$ cat src/rtl/alu_issue.sv
// Issue/write-back controller for a 32-bit ALU: decodes R-type words, reads operands from a
// 32x32 register file, presents one ALU operation, and writes the result back.
module alu_issue (
  input  logic        clk,
  input  logic        rst_n,
  input  logic        instr_valid,
  output logic        instr_ready,
  input  logic [31:0] instr,
  output logic [3:0]  alu_op,
  output logic [31:0] alu_rd1,
  output logic [31:0] alu_rd2,
  output logic [4:0]  alu_shift_amt,
  output logic        alu_valid,
  input  logic [31:0] alu_result,
  input  logic        dbg_we,
  input  logic [4:0]  dbg_addr,
  input  logic [31:0] dbg_wdata,
  output logic [31:0] dbg_rdata,
  output logic        done,
  output logic        illegal
);

  typedef enum logic [1:0] {StIdle, StDecode, StExec} state_e;

  localparam logic [3:0] OpAdd = 4'd0;
  localparam logic [3:0] OpSub = 4'd1;
  localparam logic [3:0] OpAnd = 4'd2;
  localparam logic [3:0] OpOr  = 4'd3;
  localparam logic [3:0] OpSll = 4'd4;
  localparam logic [3:0] OpSrl = 4'd5;
  localparam logic [3:0] OpSra = 4'd6;
  localparam logic [3:0] OpSgt = 4'd7;
  localparam logic [3:0] OpSlt = 4'd8;

  state_e      state_q, state_d;
  logic        ready_q, ready_d;
  logic        done_q, done_d;
  logic        illegal_q, illegal_d;
  logic [31:0] instr_q;
  logic [3:0]  op_q, op_d;
  logic [31:0] rd1_q, rd1_d;
  logic [31:0] rd2_q, rd2_d;
  logic [4:0]  shamt_q, shamt_d;
  logic [31:0] rf_q [32];

  logic        handshake;
  logic        wb_en;
  logic [5:0]  f_opcode;
  logic [4:0]  f_rs, f_rt, f_rd, f_shamt;
  logic [5:0]  f_funct;
  logic        dec_legal;
  logic        dec_shift;
  logic [3:0]  dec_op;

  assign handshake = instr_valid && ready_q;

  assign f_opcode = instr_q[31:26];
  assign f_rs     = instr_q[25:21];
  assign f_rt     = instr_q[20:16];
  assign f_rd     = instr_q[15:11];
  assign f_shamt  = instr_q[10:6];
  assign f_funct  = instr_q[5:0];

  always_comb begin
    dec_legal = 1'b0;
    dec_shift = 1'b0;
    dec_op    = OpAdd;
    if (f_opcode == 6'd0) begin
      case (f_funct)
        6'h20: begin dec_legal = 1'b1; dec_op = OpAdd; end
        6'h22: begin dec_legal = 1'b1; dec_op = OpSub; end
        6'h24: begin dec_legal = 1'b1; dec_op = OpAnd; end
        6'h25: begin dec_legal = 1'b1; dec_op = OpOr;  end
        6'h00: begin dec_legal = 1'b1; dec_op = OpSll; dec_shift = 1'b1; end
        6'h02: begin dec_legal = 1'b1; dec_op = OpSrl; dec_shift = 1'b1; end
        6'h03: begin dec_legal = 1'b1; dec_op = OpSra; dec_shift = 1'b1; end
        6'h2C: begin dec_legal = 1'b1; dec_op = OpSgt; end
        6'h2A: begin dec_legal = 1'b1; dec_op = OpSlt; end
        default: dec_legal = 1'b0;
      endcase
    end
  end

  always_comb begin
    state_d   = state_q;
    done_d    = 1'b0;
    illegal_d = 1'b0;
    op_d      = op_q;
    rd1_d     = rd1_q;
    rd2_d     = rd2_q;
    shamt_d   = shamt_q;
    wb_en     = 1'b0;
    case (state_q)
      StIdle: begin
        if (handshake) state_d = StDecode;
      end
      StDecode: begin
        if (dec_legal) begin
          state_d = StExec;
          op_d    = dec_op;
          if (dec_shift) begin
            rd1_d   = rf_q[f_rt];
            rd2_d   = 32'd0;
            shamt_d = f_shamt;
          end else begin
            rd1_d   = rf_q[f_rs];
            rd2_d   = rf_q[f_rt];
            shamt_d = 5'd0;
          end
        end else begin
          state_d   = StIdle;
          illegal_d = 1'b1;
        end
      end
      StExec: begin
        state_d = StIdle;
        done_d  = 1'b1;
        wb_en   = (f_rd != 5'd0);
      end
      default: state_d = StIdle;
    endcase
    // Ready stays low for the first cycle after reset release because ready_q resets to 0.
    ready_d = (state_d == StIdle);
  end

  always_ff @(posedge clk or negedge rst_n) begin
    if (!rst_n) begin
      state_q   <= StIdle;
      ready_q   <= 1'b0;
      done_q    <= 1'b0;
      illegal_q <= 1'b0;
      instr_q   <= 32'd0;
      op_q      <= 4'd0;
      rd1_q     <= 32'd0;
      rd2_q     <= 32'd0;
      shamt_q   <= 5'd0;
    end else begin
      state_q   <= state_d;
      ready_q   <= ready_d;
      done_q    <= done_d;
      illegal_q <= illegal_d;
      op_q      <= op_d;
      rd1_q     <= rd1_d;
      rd2_q     <= rd2_d;
      shamt_q   <= shamt_d;
      if (handshake) instr_q <= instr;
    end
  end

  // R0 is never written; write-back takes priority over a debug write to the same register.
  always_ff @(posedge clk or negedge rst_n) begin
    if (!rst_n) begin
      for (int i = 0; i < 32; i++) rf_q[i] <= 32'd0;
    end else begin
      for (int i = 1; i < 32; i++) begin
        if (wb_en && (f_rd == 5'(i))) begin
          rf_q[i] <= alu_result;
        end else if (dbg_we && (dbg_addr == 5'(i))) begin
          rf_q[i] <= dbg_wdata;
        end
      end
    end
  end

  assign instr_ready   = ready_q;
  assign done          = done_q;
  assign illegal       = illegal_q;
  assign alu_op        = op_q;
  assign alu_rd1       = rd1_q;
  assign alu_rd2       = rd2_q;
  assign alu_shift_amt = shamt_q;
  assign alu_valid     = (state_q == StExec);
  assign dbg_rdata     = rf_q[dbg_addr];

endmodule

$ cat config.mk
export PLATFORM = sky130hd
export DESIGN_NAME = alu_issue
export DESIGN_NICKNAME = d
export VERILOG_FILES = /design/src/rtl/alu_issue.sv
export SDC_FILE = /design/constraint.sdc
export NUM_CORES = 2
export LEC_CHECK = 0
export BUFFER_PORTS_ARGS = -buffer_cell sky130_fd_sc_hd__buf_4
export CAP_MARGIN = 10
export CORE_MARGIN = 3
export CORE_UTILIZATION = 45
export DETAILED_ROUTE_END_ITERATION = 6
export MAX_ROUTING_LAYER = met4
export PLACE_DENSITY_LB_ADDON = 0.3
export SYNTH_ARGS = -nofsm -noshare
export SYNTH_HDL_FRONTEND = slang
export SYNTH_SLANG_ARGS = --single-unit
export TNS_END_PERCENT = 30
$ cat constraint.sdc
create_clock -name clk -period 7.53 [get_ports clk]
set_input_delay 2.259 -clock clk [delete_from_list [all_inputs] [get_ports clk]]
set_output_delay 2.259 -clock clk [all_outputs]
set_load 0.005 [all_outputs]
After elaboration in Yosys (flattened, before gate mapping):

Cells that the tools add are included.

* magnitude comparators: 3
* equality and inequality tests: 72
* muxes and demuxes: 87
* bitwise operators: 3
* reduce and logical (&&, ||, !) cells: 102

Operator list (count)
* two-way mux 32 bit: 70
* binary-select mux 32 bit (select 5 bit): 3
* equality test 5 bit (second input constant): 32
* equality test 5 x 4 -> 1 bit (second input constant): 16
* logical AND 1 bit: 63
* nonzero test 2 bit: 31
* equality test 5 x 3 -> 1 bit (second input constant): 8
* equality test 6 bit (second input constant): 6
* case mux 4 bit (8 select lines): 1
* equality test 5 x 2 -> 1 bit (second input constant): 4
* greater-or-equal comparator 6 bit (second input constant): 3
* inverter 5 -> 6 bit: 3
* equality test 6 x 2 -> 1 bit (second input constant): 2
* zero test 6 bit: 2
* equality test 5 x 1 -> 1 bit (second input constant): 2
* OR reduction 9 bit: 1
* two-way mux 1 bit: 8
* two-way mux 5 bit: 1
* nonzero test 5 bit: 1
* zero test 2 bit: 2
* two-way mux 2 bit: 2
* two-way mux 4 bit: 1
* case mux 2 bit (2 select lines): 1
* OR reduction 3 bit: 1
* 3 further kinds: 3

* bits in registers: 1102
* bits of input ports: 105
* logic and storage cells: 307

Depth between registers and ports, before layout:

* depth after elaboration: 7
* mapped depth: 10
* mapped depth without buffers: 7

Least setup slack after synthesis:

OpenSTA, ideal clock, no wires.

* path type: input to output
* start: input port dbg_addr[0]
* end: output port dbg_rdata[10]
* data arrival time: 4.049 ns
* path slack: 1.222 ns
* stages on the path: 7
* path buffers: 3
* cell sequence: buf_4 clkbuf_1 buf_2 mux4_2 mux4_2 nor2_1 nor2_1

* cells in the longest elaborated chain, start to end: 4

Ends and longest elaborated chain
* start: declaration: RTL line 16 `input logic [4:0] dbg_addr,`
* inverter 5 -> 6 bit (implied by the code): RTL line 173 `assign dbg_rdata = rf_q[dbg_addr];`
* binary-select mux 32 bit (select 5 bit): RTL line 173
* two-way mux 32 bit (implied by the code) (2 in series): RTL line 173
* end: declaration: RTL line 18 `output logic [31:0] dbg_rdata,`

Every way passes these cells. The select of a mux whose other input is x is not followed.

Final worst setup path:

* start: input port dbg_addr[0]
* end: output port dbg_rdata[9]

Same word-level chain as after synthesis.

==> out/summary.md <==
The flow ran to the end, but the final reports show violations. The checks that failed: DRC. The cell that appears most often on the critical path is buf_4. The final setup slack of the worst path is 383 ps, and the combinational share of power is 30.3%.

The tools report the area of the die as 170000 sq um. Setup total negative slack on the finished layout was measured at 0 ps. In this run, distinct cell masters in the synthesized netlist total 56. The number of I/O port buffers was 213. The via density per instance was 7.03; the horizontal die dimension was 413 um. After Yosys synthesis, XOR and XNOR cells account for 0.0118% of the synthesized area. The logs give 36.5% for the overall fraction of global-route tracks in use and 489 ps for the setup slack after placement.

The pin count of the biggest net entering global routing was 150. TritonCTS built the clock tree. The critical path is of the input pin to output pin type.

The synthesized netlist devotes 12.0% of its cell area to compound gates. The via count of the first global-routing pass is 60525, and the hold violation count in the final report is 0. For the total number of nets in the final design, the log shows 6790.

In this run the mean area of a mapped cell was 10.6 sq um. Together, buffers and inverters on the worst path number 4. Final hold analysis gives a worst-case slack of 452 ps. The cell count after synthesis came out at 7007. The initial utilization of the core area, before any placement, comes to 45.5%.

The arrival time of data at the critical path endpoint is 4890 ps, and the number of vias in the routed layout is 63213. Global routing finished with a remaining overflow of 0. The congestion estimate from routability-driven global placement came to 0.936. The worst-case clock buffer depth came out at 3.

The share of the Yosys chip area taken by registers is 37.1%. For the worst setup path, the data required time is 5270 ps. Setup repair after global routing left no endpoint under its margin. The switching component of the power came out at 7420 uW.

Number of pins with negative max-slew slack in the final report: 0. Leaving out fill and tap cells, the most frequent cell in the layout is mux2i_1. Headroom to the max-slew limit came out at 11.8%. The tools report the number of clock sinks as 1102. The tools report the kind of capture point of the worst setup path as an output pin. For this run, the leading register cell type out of synthesis is dfrtp_1.

VDD sags by at most 264 uV. For the final instance area, the log shows 81800 sq um. Detailed placement finished with a half-perimeter wire length of 175000 um. The family with the most delay on the worst path is buffers and inverters. The total standard cell area after synthesis came out at 74400 sq um. The number of maximum-capacitance violations is 0.

The largest single stage delay on the critical path is 670 ps. The tools report the first-pass GRT wire length as 439000 um. The layout overhead on the synthesized area was 9.91%. The clock reaches the later pin of the worst-skew pair after 800 ps.

Measured along the y axis, the die boundary spans 413 um. Worst hold-check path type: flop to flop. The wire length per cell after detailed routing came out at 34.1 um. Element type at the critical path start: an input pin. The design draws 21800 uW.

For this run, design rule violations remaining after detail routing come to 7. In the synthesized netlist, mux cells make up 38.0% of the area. For this block, the initial DRC count from the detailed router was 10802. The combinational family with the most area after synthesis was multiplexers. The number of gates resized after CTS was 0. Power spread over the standard cell area amounts to 267 nW/um^2. The tools report the core area as 164000 sq um. The final wirelength came out at 307000 um.

The tools report the library cell used as clock root buffer as clkbuf_16. The worst path uses 94.9% of the clock period. The internal power consumption came out at 14400 uW. Pin placement for this block handled 214 I/O pins. In this run the cell area measured after placement is 77300 sq um.

The library cells used most frequently in the layout, excluding fill and tap cells, are mux2i_1 (1215), dfrtp_1 (1094), nor2_1 (677). Walking the worst path, the cells encountered are buf_8 > inv_2 > nor3_2 > buf_4 > a21oi_1 > a41oi_1 > buf_4. After synthesis the netlist holds a flip-flop and latch count of 1102. In this run the worst path has a maximum fanout of 44.

The slowest cell on the critical path is a41oi_1. The async set-reset flop share out of synthesis was 100%; the H-tree depth was 3. The adder-cell share of the synthesized area is 0%. The clock transition at the registers of the reported paths came out at 60 ps. Counting every net in the synthesized netlist gives 7112.

The run gives 39.5% as the portion of total power attributed to sequential cells. The number of setup buffers added after CTS came out at 0. The minimum clock period after layout works out to 7150 ps. After floorplanning, the core was divided into 148 placement rows. For the pin with the worst max-slew slack, the measured transition is 1320 ps.

The number of synthesized flops with an enable pin came out at 0. In this run the remaining antenna-violating nets after routing total 0. In this run, the clock network consumes 30.2% of the power. The run gives 32 as the number of synthesis warnings. The switching share of power is 34.0%, and the leakage power is 0.0344 uW. The proportion of layout cells with a drive suffix above 1 is 21.8%, and the final-report setup violation count is 0. Buffers inserted to repair hold after CTS numbered 0.

Simple logic cell fraction of the synthesized area: 8.05%. The logs give 140 MHz for the highest achievable clock rate and 7 for the iteration count of the initial detailed-routing pass. The clock arrives with 40.3 ps of skew.

The tools report the number of antenna violations at the first check in global routing as 24. The number of clock buffers added by TritonCTS is 121.
kinds of logic after synthesis:
logic type	after synthesis
AOI/OAI and AO/OA	1564
and+or+nand+nor	1488
muxes	2025
buffers and inverters	827
xor gates and xnor gates	1
DFF	1102
registers in the layout, indices dropped and copies added (netlist names):
register	flops
alu_op	4
instr_q	32
alu_shift_amt	5
alu_rd1	32
instr_ready	1
rf_q	992
illegal	1
alu_rd2	32
state_q	2
done	1
worst paths after layout:
path	from	endpoint	slack, ps	depth (start not counted)
worst max-delay path	dbg_addr[0]	dbg_rdata[9]	380	7
worst min-delay path	state_q[1]	state_q[0]	450	1
worst max register to register	instr_q[16]	alu_rd1[29]	3270	8
worst min register to register	state_q[1]	state_q[0]	450	1
max in group asynchronous	rst_n	alu_rd1[8]	4400	3
min in group asynchronous	rst_n	alu_shift_amt[1]	1480	1
cell type report:
class                   instances  area, sq um
fillers                     14378        81800
multi-input cells            5078        43700
flip-flops and latches       1102        27600
clock buffers                 179         3600
repair buffers                375         3260
well taps                    2175         2720
clock inverters                49          744
diodes                         30         75.1
inverters                       7         27.5
power by group through the flow:
stage | registers (uW) | clock network (uW) | logic (uW)
floorplan | 7950 | 0 | 4940
global placement | 8540 | 0 | 6280
detailed placement | 8580 | 0 | 6440
CTS | 8490 | 6620 | 6460
global route | 8690 | 6850 | 7010
finish | 8600 | 6590 | 6600
stage by stage:
| stage | utilization (%) | cells |
|---|---|---|
| after floorplan | - | 7007 |
| after global placement | 47.3 | 8736 |
| after detailed placement | 47.3 | 8736 |
| after CTS | 49.9 | 8964 |
| after global routing | 50.0 | 8993 |
| final | 50.0 | 8995 |
cells in the mapped netlist (31+ instances only):
cell | instances | area share (%)
nor3_1 | 39 | 0.26
o221ai_1 | 55 | 0.65
nand2_1 | 654 | 3.3
mux2i_1 | 1215 | 16
buf_4 | 52 | 0.52
o21ai_1 | 100 | 0.67
dfrtp_1 | 1102 | 37
o31ai_1 | 32 | 0.32
nor2_1 | 688 | 3.5
buf_2 | 192 | 1.3
o21ai_0 | 441 | 3.0
a31oi_1 | 32 | 0.27
mux4_2 | 623 | 19
buf_1 | 32 | 0.16
a22oi_1 | 127 | 1.3
a21oi_1 | 608 | 4.1
a211o_1 | 31 | 0.37
clkbuf_1 | 533 | 2.7
o22ai_1 | 62 | 0.52
mux2_2 | 187 | 2.8
metal layers:
metal	vias to the layer above	track usage (%)	part of all wire, %
li1	25352	-	-
met1	31195	46.5	36
met2	5389	49.6	42
met3	1277	13.6	15
met4	0	21.1	6.8
met5	-	-	0
Note: power is estimated with default switching activity, not from simulation.
